File: config.mk
export PLATFORM = sky130hd
export DESIGN_NAME = emulib_ready_valid_rr_arb_flat
export DESIGN_NICKNAME = d
export VERILOG_FILES = /design/src/rtl/emulib_ready_valid_rr_arb_if.sv /design/src/rtl/emulib_ready_valid_rr_arb.sv /design/src/flat_wrapper.sv
export SDC_FILE = /design/constraint.sdc
export NUM_CORES = 1
export LEC_CHECK = 0
export ABC_AREA = 1
export BUFFER_PORTS_ARGS = -buffer_cell sky130_fd_sc_hd__clkbuf_2
export CORE_MARGIN = 2
export CORE_UTILIZATION = 25
export CTS_BUF_LIST = sky130_fd_sc_hd__clkbuf_16
export DETAILED_ROUTE_END_ITERATION = 6
export GPL_TIMING_DRIVEN = 1
export PLACE_DENSITY = 0.53
export SLEW_MARGIN = 20
export SYNTH_ARGS = -nofsm -noshare
export SYNTH_HDL_FRONTEND = slang
export SYNTH_SLANG_ARGS = --single-unit
File: constraint.sdc
create_clock -name clk -period 1.1 [get_ports clk]
set_input_delay 0.055 -clock clk [delete_from_list [all_inputs] [get_ports clk]]
set_output_delay 0.055 -clock clk [all_outputs]
set_load 0.005 [all_outputs]
File: src/rtl/emulib_ready_valid_rr_arb_if.sv
// Handshake bundle for emulib_ready_valid_rr_arb: NUM_S source channels merged onto one output channel.
// s_last/m_last exist only when EMULIB_RV_ARB_PKT_LOCK_EN is defined.
interface emulib_ready_valid_rr_arb_if #(
    parameter int NUM_S      = 2,
    parameter int DATA_WIDTH = 32
);
    logic [NUM_S-1:0]            s_valid;
    logic [NUM_S-1:0]            s_ready;
    logic [DATA_WIDTH*NUM_S-1:0] s_data;
    logic                        m_valid;
    logic                        m_ready;
    logic [DATA_WIDTH-1:0]       m_data;
    logic [NUM_S-1:0]            m_sel;
`ifdef EMULIB_RV_ARB_PKT_LOCK_EN
    logic [NUM_S-1:0]            s_last;
    logic                        m_last;

    modport master (
        input  s_valid, s_data, s_last, m_ready,
        output s_ready, m_valid, m_data, m_sel, m_last
    );
    modport slave (
        output s_valid, s_data, s_last, m_ready,
        input  s_ready, m_valid, m_data, m_sel, m_last
    );
`else
    modport master (
        input  s_valid, s_data, m_ready,
        output s_ready, m_valid, m_data, m_sel
    );
    modport slave (
        output s_valid, s_data, m_ready,
        input  s_ready, m_valid, m_data, m_sel
    );
`endif
endinterface

File: src/rtl/emulib_ready_valid_rr_arb.sv
// Round-robin N:1 ready/valid merge into one registered output slice; EMULIB_RV_ARB_PKT_LOCK_EN holds grant per packet.
// Latency: 1 cycle from source handshake to m_valid; 1 beat/cycle while m_ready stays high.
// Backpressure: s_ready is driven only when the slice is empty or draining this cycle; a stalled beat holds all s_ready low.
module emulib_ready_valid_rr_arb #(
    parameter  int NUM_S      = 2,
    parameter  int DATA_WIDTH = 32,
    localparam int SEL_WIDTH  = (NUM_S > 1) ? $clog2(NUM_S) : 1
) (
    input  logic                          clk,
    input  logic                          rst,
    emulib_ready_valid_rr_arb_if.master   bus
);

    logic [NUM_S-1:0]      hi_mask;
    logic [NUM_S-1:0]      hi_req;
    logic [NUM_S-1:0]      pick_req;
    logic [SEL_WIDTH-1:0]  rr_idx;
    logic [SEL_WIDTH-1:0]  gnt_idx;
    logic                  gnt_any;
    logic [NUM_S-1:0]      grant;
    logic [DATA_WIDTH-1:0] gnt_data;
    logic [SEL_WIDTH-1:0]  nxt_idx;
    logic                  load_en;
    logic                  hs;

    logic [SEL_WIDTH-1:0]  ptr_q, ptr_d;
    logic                  m_valid_q;
    logic [DATA_WIDTH-1:0] m_data_q;
    logic [NUM_S-1:0]      m_sel_q;

`ifdef EMULIB_RV_ARB_PKT_LOCK_EN
    typedef enum logic {ST_ARB, ST_LOCK} lock_state_t;
    lock_state_t           state_q, state_d;
    logic [SEL_WIDTH-1:0]  lock_idx_q, lock_idx_d;
    logic                  m_last_q;
`endif

    // Requests at or above the pointer win first; otherwise wrap to the lowest requester.
    always_comb begin
        hi_mask  = '0;
        rr_idx   = '0;
        for (int i = 0; i < NUM_S; i++) begin
            hi_mask[i] = (SEL_WIDTH'(i) >= ptr_q);
        end
        hi_req   = bus.s_valid & hi_mask;
        pick_req = (|hi_req) ? hi_req : bus.s_valid;
        for (int i = NUM_S - 1; i >= 0; i--) begin
            if (pick_req[i]) begin
                rr_idx = SEL_WIDTH'(i);
            end
        end
    end

    always_comb begin
        gnt_idx = rr_idx;
        gnt_any = |bus.s_valid;
`ifdef EMULIB_RV_ARB_PKT_LOCK_EN
        if (state_q == ST_LOCK) begin
            gnt_idx = lock_idx_q;
            gnt_any = bus.s_valid[lock_idx_q];
        end
`endif
        grant = gnt_any ? (NUM_S'(1) << gnt_idx) : '0;
    end

    always_comb begin
        gnt_data = '0;
        for (int i = 0; i < NUM_S; i++) begin
            if (grant[i]) begin
                gnt_data = bus.s_data[i*DATA_WIDTH +: DATA_WIDTH];
            end
        end
    end

    assign load_en     = !m_valid_q || bus.m_ready;
    assign bus.s_ready = (load_en && !rst) ? grant : '0;
    assign hs          = gnt_any && load_en && !rst;
    assign nxt_idx     = (gnt_idx == SEL_WIDTH'(NUM_S - 1)) ? '0 : gnt_idx + SEL_WIDTH'(1);

`ifdef EMULIB_RV_ARB_PKT_LOCK_EN
    // The pointer only moves past a source once its packet has ended.
    always_comb begin
        state_d    = state_q;
        lock_idx_d = lock_idx_q;
        ptr_d      = ptr_q;
        if (hs) begin
            if (bus.s_last[gnt_idx]) begin
                state_d = ST_ARB;
                ptr_d   = nxt_idx;
            end else begin
                state_d    = ST_LOCK;
                lock_idx_d = gnt_idx;
            end
        end
    end

    always_ff @(posedge clk) begin
        if (rst) begin
            state_q    <= ST_ARB;
            lock_idx_q <= '0;
            m_last_q   <= 1'b0;
        end else begin
            state_q    <= state_d;
            lock_idx_q <= lock_idx_d;
            if (hs) begin
                m_last_q <= bus.s_last[gnt_idx];
            end
        end
    end

    assign bus.m_last = m_last_q;
`else
    always_comb begin
        ptr_d = ptr_q;
        if (hs) begin
            ptr_d = nxt_idx;
        end
    end
`endif

    always_ff @(posedge clk) begin
        if (rst) begin
            ptr_q     <= '0;
            m_valid_q <= 1'b0;
            m_data_q  <= '0;
            m_sel_q   <= '0;
        end else begin
            ptr_q <= ptr_d;
            if (hs) begin
                m_valid_q <= 1'b1;
                m_data_q  <= gnt_data;
                m_sel_q   <= grant;
            end else if (bus.m_ready) begin
                m_valid_q <= 1'b0;
            end
        end
    end

    assign bus.m_valid = m_valid_q;
    assign bus.m_data  = m_data_q;
    assign bus.m_sel   = m_sel_q;

endmodule
File: src/flat_wrapper.sv
// flat-port wrapper written by rule: the top's interface ports become plain ports
module emulib_ready_valid_rr_arb_flat 
#(
    parameter  int NUM_S      = 2,
    parameter  int DATA_WIDTH = 32,
    localparam int SEL_WIDTH  = (NUM_S > 1) ? $clog2(NUM_S) : 1
)
  (clk, rst, bus_s_valid, bus_s_data, bus_m_ready, bus_s_ready, bus_m_valid, bus_m_data, bus_m_sel);
  emulib_ready_valid_rr_arb_if #(.NUM_S(NUM_S), .DATA_WIDTH(DATA_WIDTH)) bus_i ();
  input  logic clk;
  input  logic rst;
  input wire logic [$bits(bus_i.s_valid)-1:0] bus_s_valid;
  input wire logic [$bits(bus_i.s_data)-1:0] bus_s_data;
  input wire logic [$bits(bus_i.m_ready)-1:0] bus_m_ready;
  output wire logic [$bits(bus_i.s_ready)-1:0] bus_s_ready;
  output wire logic [$bits(bus_i.m_valid)-1:0] bus_m_valid;
  output wire logic [$bits(bus_i.m_data)-1:0] bus_m_data;
  output wire logic [$bits(bus_i.m_sel)-1:0] bus_m_sel;
  assign bus_i.s_valid = bus_s_valid;
  assign bus_i.s_data = bus_s_data;
  assign bus_i.m_ready = bus_m_ready;
  assign bus_s_ready = bus_i.s_ready;
  assign bus_m_valid = bus_i.m_valid;
  assign bus_m_data = bus_i.m_data;
  assign bus_m_sel = bus_i.m_sel;
  emulib_ready_valid_rr_arb #(.NUM_S(NUM_S), .DATA_WIDTH(DATA_WIDTH)) u_core (.clk(clk), .rst(rst), .bus(bus_i));
endmodule
* Word-level counts from Yosys, hierarchy flattened
Cells that the tools add are included.
W data, S select, Z words.
** Cells by class
- Reductions and logical operators :: 9
- Bitwise gates (word level) :: 1
- Order comparisons :: 2
- Shift operators :: 1
- Muxes and demuxes :: 10
- Add/subtract/negate cells :: 1
** Operators with widths (number)
- $mux W32 :: 2
- $mux W2 :: 3
- $mux W1 :: 5
- $reduce_or A2 Y1 :: 2
- $logic_and A1 B1 Y1 :: 3
- $and A2 B2 Y2 :: 1
- $ge A1 B1 Y1 const A :: 2
- $logic_not A1 Y1 :: 2
- $reduce_bool A2 Y1 :: 1
- $shl A1 B1 Y2 const A :: 1
- $add A1 B1 Y1 const B :: 1
- $logic_or A1 B1 Y1 :: 1
** Storage, ports and cells
- Register bits after elaboration :: 36
- Word-level logic and storage cells :: 28
- Input port bits :: 69

* Depth between registers and ports, before layout
Gate-level depths: netlist (run 1).
- Depth after elaboration :: 10
- Mapped depth :: 8
- Mapped depth without buffers :: 6

* Worst setup path before layout (run 1)
No wires, ideal clock.
- Path type :: reg-to-reg
- From :: register u_core.m_valid_q (netlist: u_core.bus.m_valid)
- To :: register u_core.m_data_q[0] (netlist: u_core.bus.m_data[0])
- Cell stages (with the launch flop) :: 6
- Buffers on the path :: 1
- Setup slack :: -26 ps
- Arrival time :: 1015 ps
- Period minus slack after synthesis :: 1126 ps
- Data required time :: 988 ps
- Cells stage by stage :: dfxtp_1 a21oi_4 buf_2 nand3_1 nor2_1 nor2_1
** On the way
- Cells in the longest elaborated chain, start to end :: 4
** Ends and longest elaborated chain
- start, declared :: RTL line emulib_ready_valid_rr_arb.sv:27 : logic m_valid_q;
- start signal, assigned :: RTL line emulib_ready_valid_rr_arb.sv:124 : m_valid_q <= 1'b0;
- start signal, assigned :: RTL line emulib_ready_valid_rr_arb.sv:130 : m_valid_q <= 1'b1;
- start signal, assigned :: RTL line emulib_ready_valid_rr_arb.sv:134 : m_valid_q <= 1'b0;
- $logic_not A1 Y1 :: RTL line emulib_ready_valid_rr_arb.sv:75 : assign load_en = !m_valid_q || bus.m_ready;
- $logic_or A1 B1 Y1 :: RTL line emulib_ready_valid_rr_arb.sv:75
- $logic_and A1 B1 Y1 (2 in a row) :: RTL line emulib_ready_valid_rr_arb.sv:77 : assign hs = gnt_any && load_en && !rst;
- end signal, assigned :: RTL line emulib_ready_valid_rr_arb.sv:131 : m_data_q <= gnt_data;
- end, declared :: RTL line emulib_ready_valid_rr_arb.sv:28 : logic [DATA_WIDTH-1:0] m_data_q;
Every way passes these cells.
A chain may end at the register's enable or synchronous reset.

* Worst setup path after layout (run 1)
- From :: register u_core.m_valid_q (netlist: u_core.bus.m_valid)
- To :: register u_core.m_data_q[5] (netlist: u_core.bus.m_data[5])
The elaborated chain is that of the path after synthesis.

==> results of run 1 <==
==> kinds of logic after synthesis <==
group,synth area share [%]
DFF,33.5
buffers and inverters,19.0
and+or+nand+nor,46.1
AOI/OAI and AO/OA,1.45
==> through the flow <==
step / cell area [sq um] / utilization, % / setup TNS, ns / instances
final: 3310 / 39.9 / -2.83 / 593
after floorplan: 2160 / - / -0.121 / 368
after global placement: 2800 / 33.7 / -0.0782 / 572
after CTS: 3260 / 39.3 / -3.59 / 594
after detailed placement: 2800 / 33.7 / -1.20 / 572
after global routing: 3310 / 39.9 / -5.47 / 593
==> tightest hold or removal path, stage by stage <==
cell	delay (ns)
clkbuf_2	0.08
inv_1	0.04
nor2_1	0.04
nor2_2	0.07
nor2_1	0.04
==> area by class of cell <==
| type | count | area share, % |
|---|---|---|
| flip-flops and latches | 36 | 21.8 |
| clock buffers | 5 | 3.78 |
| clock inverters | 3 | 1.28 |
| multi-input cells | 245 | 36.7 |
| inverters | 68 | 7.71 |
| well taps | 105 | 3.97 |
| repair buffers | 131 | 24.7 |
==> routing by layer <==
metal | up-vias | track usage, %
met1 | 1070 | 19.4
met4 | 0 | 3.25
met3 | 4 | 4.62
met2 | 86 | 26.9
met5 | - | 0
li1 | 1335 | -
==> report_power, final <==
group          internal (uW)  leakage, uW  switching (uW)
logic                    544      0.00156             617
registers               1470     0.000303            96.0
clock network           1060    0.0000798             575
==> cells in the mapped netlist <==
cell	number	area, sq um
buf_2	6	30.0
buf_6	8	90.1
nand2_1	71	267
a21oi_1	2	10.0
clkbuf_1	9	33.8
a21oi_4	1	16.3
inv_2	3	11.3
nor2_1	97	364
dfxtp_1	36	721
or2_1	1	6.26
inv_1	64	240
nand3_1	67	335
nand2_8	1	20.0
clkinv_1	1	3.75
o21ai_0	1	5.00
==> placed cells by master, fill, tap and decap left out <==
master	netlist	routed
a21oi_1	2	2
a21oi_4	1	1
buf_12	0	4
buf_4	0	15
buf_6	8	5
bufbuf_16	0	1
bufinv_16	0	1
clkbuf_16	0	5
clkbuf_2	0	105
clkinv_1	1	1
clkinv_2	0	1
clkinvlp_4	0	1
dfxtp_1	36	34
dfxtp_2	0	2
dlygate4sd3_1	0	1
inv_1	64	59
inv_2	3	8
nand2_1	71	53
nand2_2	0	12
nand2_4	0	8
nand2_8	1	3
nand3_1	67	63
nand3_2	0	3
nand3_4	0	1
nor2_1	97	88
nor2_2	0	8
nor2_4	0	1
o21ai_0	1	1
or2_2	0	1
==> what timing repair did <==
item	4_1_cts	5_1_grt
endpoints found under the setup margin	34	38
endpoints found under the hold margin	1	0
resized for setup	34	27
buffers inserted	7	0
gates cloned	6	0
hold buffers	1	0
pin swaps	5	16
==> path summary, 6_finish.rpt <==
check	slack, ns	to	startpoint	depth (start not counted)
setup / recovery	-0.11	u_core.bus.m_data[5]	u_core.bus.m_valid	7
hold / removal	0.08	u_core.bus.m_data[16]	bus_s_data[48]	5
setup reg to reg	-0.11	u_core.bus.m_data[5]	u_core.bus.m_valid	7
hold reg to reg	0.49	u_core.bus.m_sel[0]	u_core.bus.m_sel[0]	2
==> sequential cells by signal, summed over array words and instances, names as in the netlist <==
signal	flops
u_core.ptr_q	1
u_core.bus.m_data	32
u_core.bus.m_sel	2
u_core.bus.m_valid	1
==> flow_metrics.env, run 1 <==
export IMPL_io_pins=106
export IMPL_worst_pin_slew_ns=0.477
export IMPL_critical_path_class="reg2reg"
export IMPL_ys_seq_area_share_pct=33.5
export IMPL_cp_arrival_ns=1.43
export IMPL_ys_types=15
export IMPL_dp_hpwl_mm=4.78
export IMPL_first_global_vias=2444
export IMPL_setup_slack_ns=-0.109
export IMPL_die_area_sq_um=9370
export IMPL_htreeDepth=2
export IMPL_syn_to_final_growth_pct=53.7
export IMPL_grt_ovfl_total=0
export IMPL_cp_slowest_cell="dfxtp_2"
export IMPL_syn_nets=437
export IMPL_num_vias=2495
export IMPL_numCtsBuffers=5
export IMPL_die_h_microns=96.8
export IMPL_syn_cell_area_sq_um=2150
export IMPL_cp_start_kind="flop"
export IMPL_p_leak_uw=0.00195
export IMPL_wl_met2_mm=3.41
export IMPL_clockBufferDepth=2
export IMPL_postRouteAntennaNets=0
export IMPL_peakVddDrop_mv=0.566
export IMPL_path_buf_inv=3
export IMPL_power_uw=4370
export IMPL_final_hold_violation_count=0
export IMPL_root_buffer="clkbuf_16"
export IMPL_wl_met1_mm=3.31
export IMPL_grt_first_pass_wirelength_mm=11.9
export IMPL_end_kind="flop"
export IMPL_vias_per_cell=4.21
export IMPL_fmax_mhz=827
export IMPL_grt_max_degree=19
export IMPL_highest_layer="met4"
export IMPL_period_share_pct=110
export IMPL_rows=33
export IMPL_fillers=940
export IMPL_finalClockSkew_ns=0.00788
export IMPL_post_place_ws_ns=-0.0580
export IMPL_setup_viol=38
export IMPL_cp_max_fo=5
export IMPL_drtIter0Drc=36
export IMPL_cpPeakStageDelay_ns=0.33
export IMPL_layout_drive_gt1_share_pct=38.1
export IMPL_clk_latency_ns=0.28
export IMPL_multiInputGateArea_sq_um=1220
export IMPL_ys_seq_elements=36
export IMPL_drc=0
export IMPL_cp_cell_sequence="a21oi_4 > buf_6 > buf_12 > nand2_8 > nand2_2 > inv_2 > nor2_2"
export IMPL_die_w_microns=96.8
export IMPL_period_needed_ns=1.21
export IMPL_worst_hold_path_type="in2reg"
export IMPL_path_delay_family="flip-flops"
export IMPL_antenna_cells=0
export IMPL_cts_sinks=36
export IMPL_routed_wl_mm=7.26
export IMPL_drv_slew=0
export IMPL_run_status="finished with violations"
export IMPL_slew_headroom_pct=68.2
export IMPL_initial_utilization_pct=25.9
export IMPL_rsz0062_at_grt="yes"
export IMPL_netlist_instances=368
export IMPL_hold_slack_ns=0.0813
export IMPL_synth_warnings=0
export IMPL_postSynthAreaPerCell_sq_um=5.85
export IMPL_cellPowerDensity_nw_per_um2=1320
export IMPL_avgRoutedWirePerCell_microns=12.2
export IMPL_seq_area_sq_um=723
export IMPL_wl_met3_microns=501
export IMPL_gp_congestion=0.774
export IMPL_antenna_found_initial=0
export IMPL_port_buffers=105
export IMPL_drv_cap=0
export IMPL_clk_pin_slew_ns=0.06
export IMPL_cp_required_ns=1.32
export IMPL_core_sq_um=8300
export IMPL_track_usage_pct=15.6
export IMPL_fin_nets=556
export IMPL_cts_tree="done"
export IMPL_firstDrtPassIters=4
export IMPL_violations="negative setup slack"
Note: power is estimated with default switching activity, not from simulation.
==> run 2, diff against run 1 <==
--- a/config.mk
+++ b/config.mk
@@ -5,14 +5,13 @@
 export SDC_FILE = /design/constraint.sdc
 export NUM_CORES = 1
 export LEC_CHECK = 0
-export ABC_AREA = 1
 export BUFFER_PORTS_ARGS = -buffer_cell sky130_fd_sc_hd__clkbuf_2
 export CORE_MARGIN = 2
 export CORE_UTILIZATION = 25
 export CTS_BUF_LIST = sky130_fd_sc_hd__clkbuf_16
 export DETAILED_ROUTE_END_ITERATION = 6
 export GPL_TIMING_DRIVEN = 1
-export PLACE_DENSITY = 0.53
+export PLACE_DENSITY = 0.57
 export SLEW_MARGIN = 20
 export SYNTH_ARGS = -nofsm -noshare
 export SYNTH_HDL_FRONTEND = slang
==> run 2 against run 1 <==
Effect of this change: the run still ends with negative setup slack left; register-to-register slack worse by 0.11 ns; count of clock-buffer cells in the layout unchanged; first-iteration DRC count is 19% higher; die area down 26%; final area shrank 25%; synthesized cell count is 64% lower; combinational power fell by 42%; fmax shrank 8.5%; routed wire length shrank 33%; critical path depth is 4 lower; clock power is 20% lower; synthesized area shrank 27%.
==> flow_metrics.env, run 2 <==
export IMPL_worst_hold_path_type="in2reg"
export IMPL_setup_viol=36
export IMPL_antenna_found_initial=0
export IMPL_die_h_microns=83.1
export IMPL_cp_start_kind="flop"
export IMPL_finalClockSkew_ns=0.00562
export IMPL_synth_warnings=0
export IMPL_fin_cells=323
export IMPL_period_share_pct=120
export IMPL_clk_latency_ns=0.27
export IMPL_clockBufferDepth=2
export IMPL_num_vias=1623
export IMPL_antenna_cells=0
export IMPL_track_usage_pct=13.9
export IMPL_dp_hpwl_mm=3.27
export IMPL_root_buffer="clkbuf_16"
export IMPL_synth_top_cell_area_share_pct=46.1
export IMPL_hold_end="u_core.bus.m_data[20]"
export IMPL_run_status="finished with violations"
export IMPL_ff2ff_path_depth=5
export IMPL_dp_cells=307
export IMPL_ys_seq_area_share_pct=46.1
export IMPL_ys_flop_type="dfxtp_1"
export IMPL_hold_depth=2
export IMPL_p_leak_uw=0.00114
export IMPL_critical_path_class="reg2out"
export IMPL_avgRoutedWirePerCell_microns=15.1
export IMPL_slew_headroom_pct=76.6
export IMPL_numCtsBuffers=5
export IMPL_drv_slew=0
export IMPL_routed_wl_mm=4.87
export IMPL_syn_to_final_growth_pct=58.6
export IMPL_core_sq_um=5990
export IMPL_hold_start="bus_s_data[20]"
export IMPL_rows=28
export IMPL_r2r_end="u_core.bus.m_data[2]"
export IMPL_startpoint="u_core.ptr_q"
export IMPL_drtIter0Drc=43
export IMPL_vias_per_cell=5.02
export IMPL_setup_slack_ns=-0.221
export IMPL_layout_drive_gt1_share_pct=58.1
export IMPL_cellPowerDensity_nw_per_um2=1400
export IMPL_r2r_start="u_core.bus.m_valid"
export IMPL_netlist_instances=134
export IMPL_syn_cell_area_sq_um=1560
export IMPL_post_place_ws_ns=-0.183
export IMPL_yosysMostFrequentCell="dfxtp_1"
export IMPL_die_w_microns=83.1
export IMPL_final_hold_violation_count=0
export IMPL_mostFrequentLayoutCells="clkbuf_2 (104), dfxtp_1 (34), nor4b_1 (32), a221o_1 (25), buf_4 (8)"
export IMPL_firstDrtPassIters=4
export IMPL_drv_cap=0
export IMPL_layout_commonest_cell="clkbuf_2"
export IMPL_r2r_setup_slack_ns=-0.22
export IMPL_largest_reg_flops=32
export IMPL_tns_ns=-6.83
export IMPL_grt_first_pass_wirelength_mm=7.87
export IMPL_fin_nets=317
export IMPL_grt_max_degree=35
export IMPL_cp_arrival_ns=1.27
export IMPL_ys_seq_elements=36
export IMPL_port_buffers=105
export IMPL_synth_largest_area_cell="dfxtp_1"
export IMPL_first_global_vias=1624
export IMPL_postRouteAntennaNets=0
export IMPL_fmax_mhz=757
export IMPL_peakVddDrop_mv=0.587
export IMPL_async_flop_share_pct=0
export IMPL_drc=0
export IMPL_worst_pin_slew_ns=0.351
export IMPL_initial_utilization_pct=26.1
export IMPL_violations="negative setup slack"
export IMPL_cts_tree="done"
export IMPL_cp_required_ns=1.04
export IMPL_die_area_sq_um=6900
export IMPL_rsz0062_at_grt="yes"
export IMPL_end_kind="primary output"
export IMPL_clk_pin_slew_ns=0.05
export IMPL_hold_slack_ns=0.00984
export IMPL_period_needed_ns=1.32
export IMPL_io_pins=106
export IMPL_postSynthAreaPerCell_sq_um=11.7
export IMPL_synth_area_top_cells="dfxtp_1 (46%), nor4b_1 (18%), a221o_1 (16%)"
export IMPL_ys_types=21
export IMPL_cp_max_fo=3
export IMPL_synth_edf_count=0
export IMPL_grt_ovfl_total=0
export IMPL_synthTopCellsByCount="dfxtp_1 (36), nor4b_1 (32), a221o_1 (25)"
export IMPL_htreeDepth=2
export IMPL_cts_sinks=36
export IMPL_syn_nets=203
export IMPL_gp_congestion=0.721
## run 2: changes by cell type in the layout (fill, tap and decap cells not counted), moves of 8 or more
cell,change
nand2_2,-12
nor2_1,-85
a221o_1,+25
nand2_1,-53
nand2_4,-8
inv_1,-58
nand3_1,-63
inv_2,-8
nor2_2,-8
nor4b_1,+32
## run 2: timing repair
item | CTS | global route
setup buffers | 3 | 3
pin swaps | 1 | 2
gates cloned | 1 | 1
hold buffers | 1 | 0
hold endpoints to repair | 1 | 0
endpoints found under the setup margin | 37 | 37
gates resized for setup | 8 | 6
## run 2: worst max-delay path by stage
stage	cells after the start	slack, ns	endpoint
after floorplan	5	-0.23	u_core.bus.m_data[21]
after global placement	4	-0.16	u_core.bus.m_data[15]
after detailed placement	3	-0.18	u_core.bus.m_data[2]
after CTS	3	-0.28	bus_s_ready[0]
after global routing	4	-0.28	bus_s_ready[0]
final	3	-0.22	bus_s_ready[0]
## run 2: final cells by class
| class | instances | area (sq um) |
|---|---|---|
| Sequential cell | 36 | 726 |
| Fill cell | 598 | 3510 |
| Timing Repair Buffer | 125 | 785 |
| Tap cell | 75 | 93.8 |
| Clock inverter | 2 | 7.51 |
| Multi-Input combinational cell | 79 | 741 |
| Inverter | 1 | 3.75 |
| Clock buffer | 5 | 125 |
## run 2: worst max-delay path, cell delays in order (launching register included)
cell and delay (ns):
dfxtp_4 0.36, a2111oi_4 0.37, buf_12 0.16, clkbuf_2 0.10
## run 2: per-layer routing
layer / share of wire [%] / vias to the layer above / track usage, %
met5: 0 / - / 0
li1: - / 786 / -
met4: 1.2 / 0 / 4.62
met3: 8.3 / 8 / 5.27
met1: 44 / 742 / 17.7
met2: 46 / 87 / 21.5
## run 2: power by group
| group | leakage (uW) | total (uW) | switching [uW] | internal (uW) |
|---|---|---|---|---|
| sequential | 0.000299 | 1490 | 67.7 | 1420 |
| clock | 0.0000648 | 1310 | 503 | 810 |
| combinational | 0.000780 | 676 | 282 | 395 |
| total | 0.00114 | 3480 | 852 | 2630 |
## run 2: cell families after synthesis
family                 count (synthesis)  synth area share [%]
buffers and inverters                 19                  7.28
DFF                                   36                  46.1
AOI/OAI and AO/OA                     38                  25.0
and+or+nand+nor                       41                  21.7
## run 2: through the flow
| stage | total power [uW] | cell area, sq um | util [%] |
|---|---|---|---|
| 2_1_floorplan | 1800 | 1570 | - |
| 3_3_place_gp | 2140 | 2220 | 37.1 |
| 3_5_place_dp | 2140 | 2220 | 37.1 |
| 4_1_cts | 3500 | 2420 | 40.4 |
| 5_1_grt | 3640 | 2480 | 41.4 |
| 6_report | 3480 | 2480 | 41.4 |
==> run 3, diff against run 2 <==
--- a/config.mk
+++ b/config.mk
@@ -12,6 +12,7 @@
 export DETAILED_ROUTE_END_ITERATION = 6
 export GPL_TIMING_DRIVEN = 1
 export PLACE_DENSITY = 0.57
+export SETUP_SLACK_MARGIN = 0.2
 export SLEW_MARGIN = 20
 export SYNTH_ARGS = -nofsm -noshare
 export SYNTH_HDL_FRONTEND = slang
==> run 3 against run 2 <==
Effect of this change: the flow still finishes with violations (negative setup slack); worst setup slack got worse by 0.085 ns; sequential power about the same; routed wire length increased by 6.6%; fmax decreased by 6.0%; power increased by 1.3%; critical path type is now reg2reg; register-to-register slack got worse by 0.09 ns; largest power group unchanged; non-clock buffer count increased by 9; count of clock-buffer cells in the layout unchanged; critical path depth increased by 3; clock power about the same; sequential cell count unchanged.
==> flow_metrics.env, run 3 (synthesized netlist as in run 2, its figures left out) <==
export IMPL_dp_hpwl_mm=3.63
export IMPL_clk_pin_slew_ns=0.06
export IMPL_antenna_cells=0
export IMPL_cp_required_ns=1.26
export IMPL_violations="negative setup slack"
export IMPL_mostFrequentLayoutCells="clkbuf_2 (103), dfxtp_1 (34), nor4b_1 (32), a221o_1 (25), buf_6 (13)"
export IMPL_drv_slew=0
export IMPL_cts_tree="done"
export IMPL_period_share_pct=128
export IMPL_cp_slowest_cell="dfxtp_2"
export IMPL_postRouteAntennaNets=0
export IMPL_cp_arrival_ns=1.56
export IMPL_dp_cells=312
export IMPL_r2r_setup_slack_ns=-0.31
export IMPL_combPwrFrac_pct=20.5
export IMPL_cp_max_fo=5
export IMPL_setup_viol=36
export IMPL_fillers=598
export IMPL_power_uw=3530
export IMPL_die_h_microns=83.1
export IMPL_firstDrtPassIters=4
export IMPL_final_hold_violation_count=0
export IMPL_cellPowerDensity_nw_per_um2=1370
export IMPL_fin_nets=326
export IMPL_path_delay_family="buffers and inverters"
export IMPL_seq_area_sq_um=723
export IMPL_drtIter0Drc=79
export IMPL_setup_slack_ns=-0.306
export IMPL_clkPwrFrac_pct=37.2
export IMPL_worst_hold_path_type="in2reg"
export IMPL_clk_latency_ns=0.27
export IMPL_slew_headroom_pct=80.2
export IMPL_root_buffer="clkbuf_16"
export IMPL_io_pins=106
export IMPL_num_vias=1669
export IMPL_avgRoutedWirePerCell_microns=15.6
export IMPL_port_buffers=105
export IMPL_rows=28
export IMPL_initial_utilization_pct=26.1
export IMPL_ctsHoldBuffers=0
export IMPL_fin_cells=332
export IMPL_routed_wl_mm=5.19
export IMPL_path_buf_inv=3
export IMPL_finalClockSkew_ns=0.00439
export IMPL_drv_cap=0
export IMPL_p_int_uw=2670
export IMPL_cp_cell_sequence="nor2b_4 > a2111oi_4 > buf_4 > buf_12 > buf_16 > a221o_2"
export IMPL_cp_start_kind="flop"
export IMPL_drc=0
export IMPL_layout_drive_gt1_share_pct=59.9
export IMPL_numCtsBuffers=5
export IMPL_grt_first_pass_wirelength_mm=8.27
export IMPL_cpPeakStageDelay_ns=0.33
export IMPL_largest_reg_flops=32
export IMPL_htreeDepth=2
export IMPL_end_kind="flop"
export IMPL_cts_sinks=36
export IMPL_period_needed_ns=1.41
export IMPL_worst_pin_slew_ns=0.292
export IMPL_clockBufferDepth=2
export IMPL_fmax_mhz=711
export IMPL_rsz0062_at_grt="yes"
export IMPL_track_usage_pct=14.8
export IMPL_peakVddDrop_mv=0.615
export IMPL_vias_per_cell=5.03
export IMPL_r2r_start="u_core.bus.m_valid"
export IMPL_ff2ff_path_depth=6
export IMPL_first_global_vias=1664
export IMPL_fin_util_pct=43.0
export IMPL_p_sw_uw=860
export IMPL_syn_to_final_growth_pct=64.9
export IMPL_critical_path_class="reg2reg"
export IMPL_grt_max_degree=26
export IMPL_die_area_sq_um=6900
export IMPL_run_status="finished with violations"
export IMPL_startpoint="u_core.bus.m_valid"
export IMPL_r2r_end="u_core.bus.m_data[21]"
export IMPL_gp_congestion=0.717
export IMPL_p_leak_uw=0.00120
export IMPL_core_sq_um=5990
export IMPL_crit_cells=6
export IMPL_p_seq_share_pct=42.3
export IMPL_layout_commonest_cell="clkbuf_2"
export IMPL_antenna_found_initial=0
export IMPL_endpoint="u_core.bus.m_data[21]"
export IMPL_die_w_microns=83.1
export IMPL_netSwitchingFraction_pct=24.4
export IMPL_multiInputGateArea_sq_um=732
export IMPL_grt_ovfl_total=0
-- run 3: cell count changes in the layout (fill, tap and decap cells not counted), sizes merged --
cell,change
inv,+1
clkinv,-1
dlygate4sd3,-1
clkbuf,-1
buf,+11
-- run 3: area by class of cell --
type | instances | share of cell area (%)
well taps | 75 | 3.64
flip-flops and latches | 36 | 28.0
inverters | 1 | 0.146
clock inverters | 2 | 0.340
multi-input cells | 79 | 28.4
repair buffers | 134 | 34.6
clock buffers | 5 | 4.85
-- run 3: repair_timing --
action / CTS / global route
gates resized for setup: 8 / 10
setup buffers: 9 / 1
pin swaps: 1 / 3
gates cloned: 2 / 1
setup endpoints to repair: 37 / 38
-- run 3: power groups by stage --
| stage | registers (uW) | clock network [uW] | logic, uW |
|---|---|---|---|
| after CTS | 1490 | 1350 | 697 |
| after floorplan | 1520 | 0 | 291 |
| after global placement | 1520 | 0 | 625 |
| final | 1490 | 1310 | 722 |
| after global routing | 1510 | 1410 | 787 |
| after detailed placement | 1510 | 0 | 629 |
-- run 3: how the worst min path moves through the flow --
stage,from,endpoint,slack (ns),cells after the start
floorplan,bus_s_data[0],u_core.bus.m_data[0],0.20,1
global placement,bus_s_data[10],u_core.bus.m_data[10],0.29,2
detailed placement,bus_s_data[22],u_core.bus.m_data[22],0.29,2
CTS,bus_s_data[1],u_core.bus.m_data[1],0.001,2
global route,bus_s_data[20],u_core.bus.m_data[20],0.007,2
finish,bus_s_data[20],u_core.bus.m_data[20],0.01,2
-- run 3: layer usage --
layer	share of wire [%]	vias to the layer above	wire [microns]	track usage (%)
met4	0.98	0	51	5.37
li1	-	806	-	-
met5	0	-	0	0
met3	5.6	4	293	3.88
met1	44	793	2270	18.6
met2	50	66	2570	24.4
-- run 3: metrics by stage --
step / cell area, sq um / setup TNS, ns / worst slack, ns / hold WS [ns]
after global routing: 2580 / -12.01 / -0.372 / 0.00717
after detailed placement: 2240 / -4.47 / -0.159 / 0.292
after CTS: 2510 / -10.25 / -0.325 / 0.00132
final: 2580 / -9.63 / -0.306 / 0.0110
after floorplan: 1580 / -7.08 / -0.229 / 0.200
after global placement: 2240 / -3.39 / -0.128 / 0.286
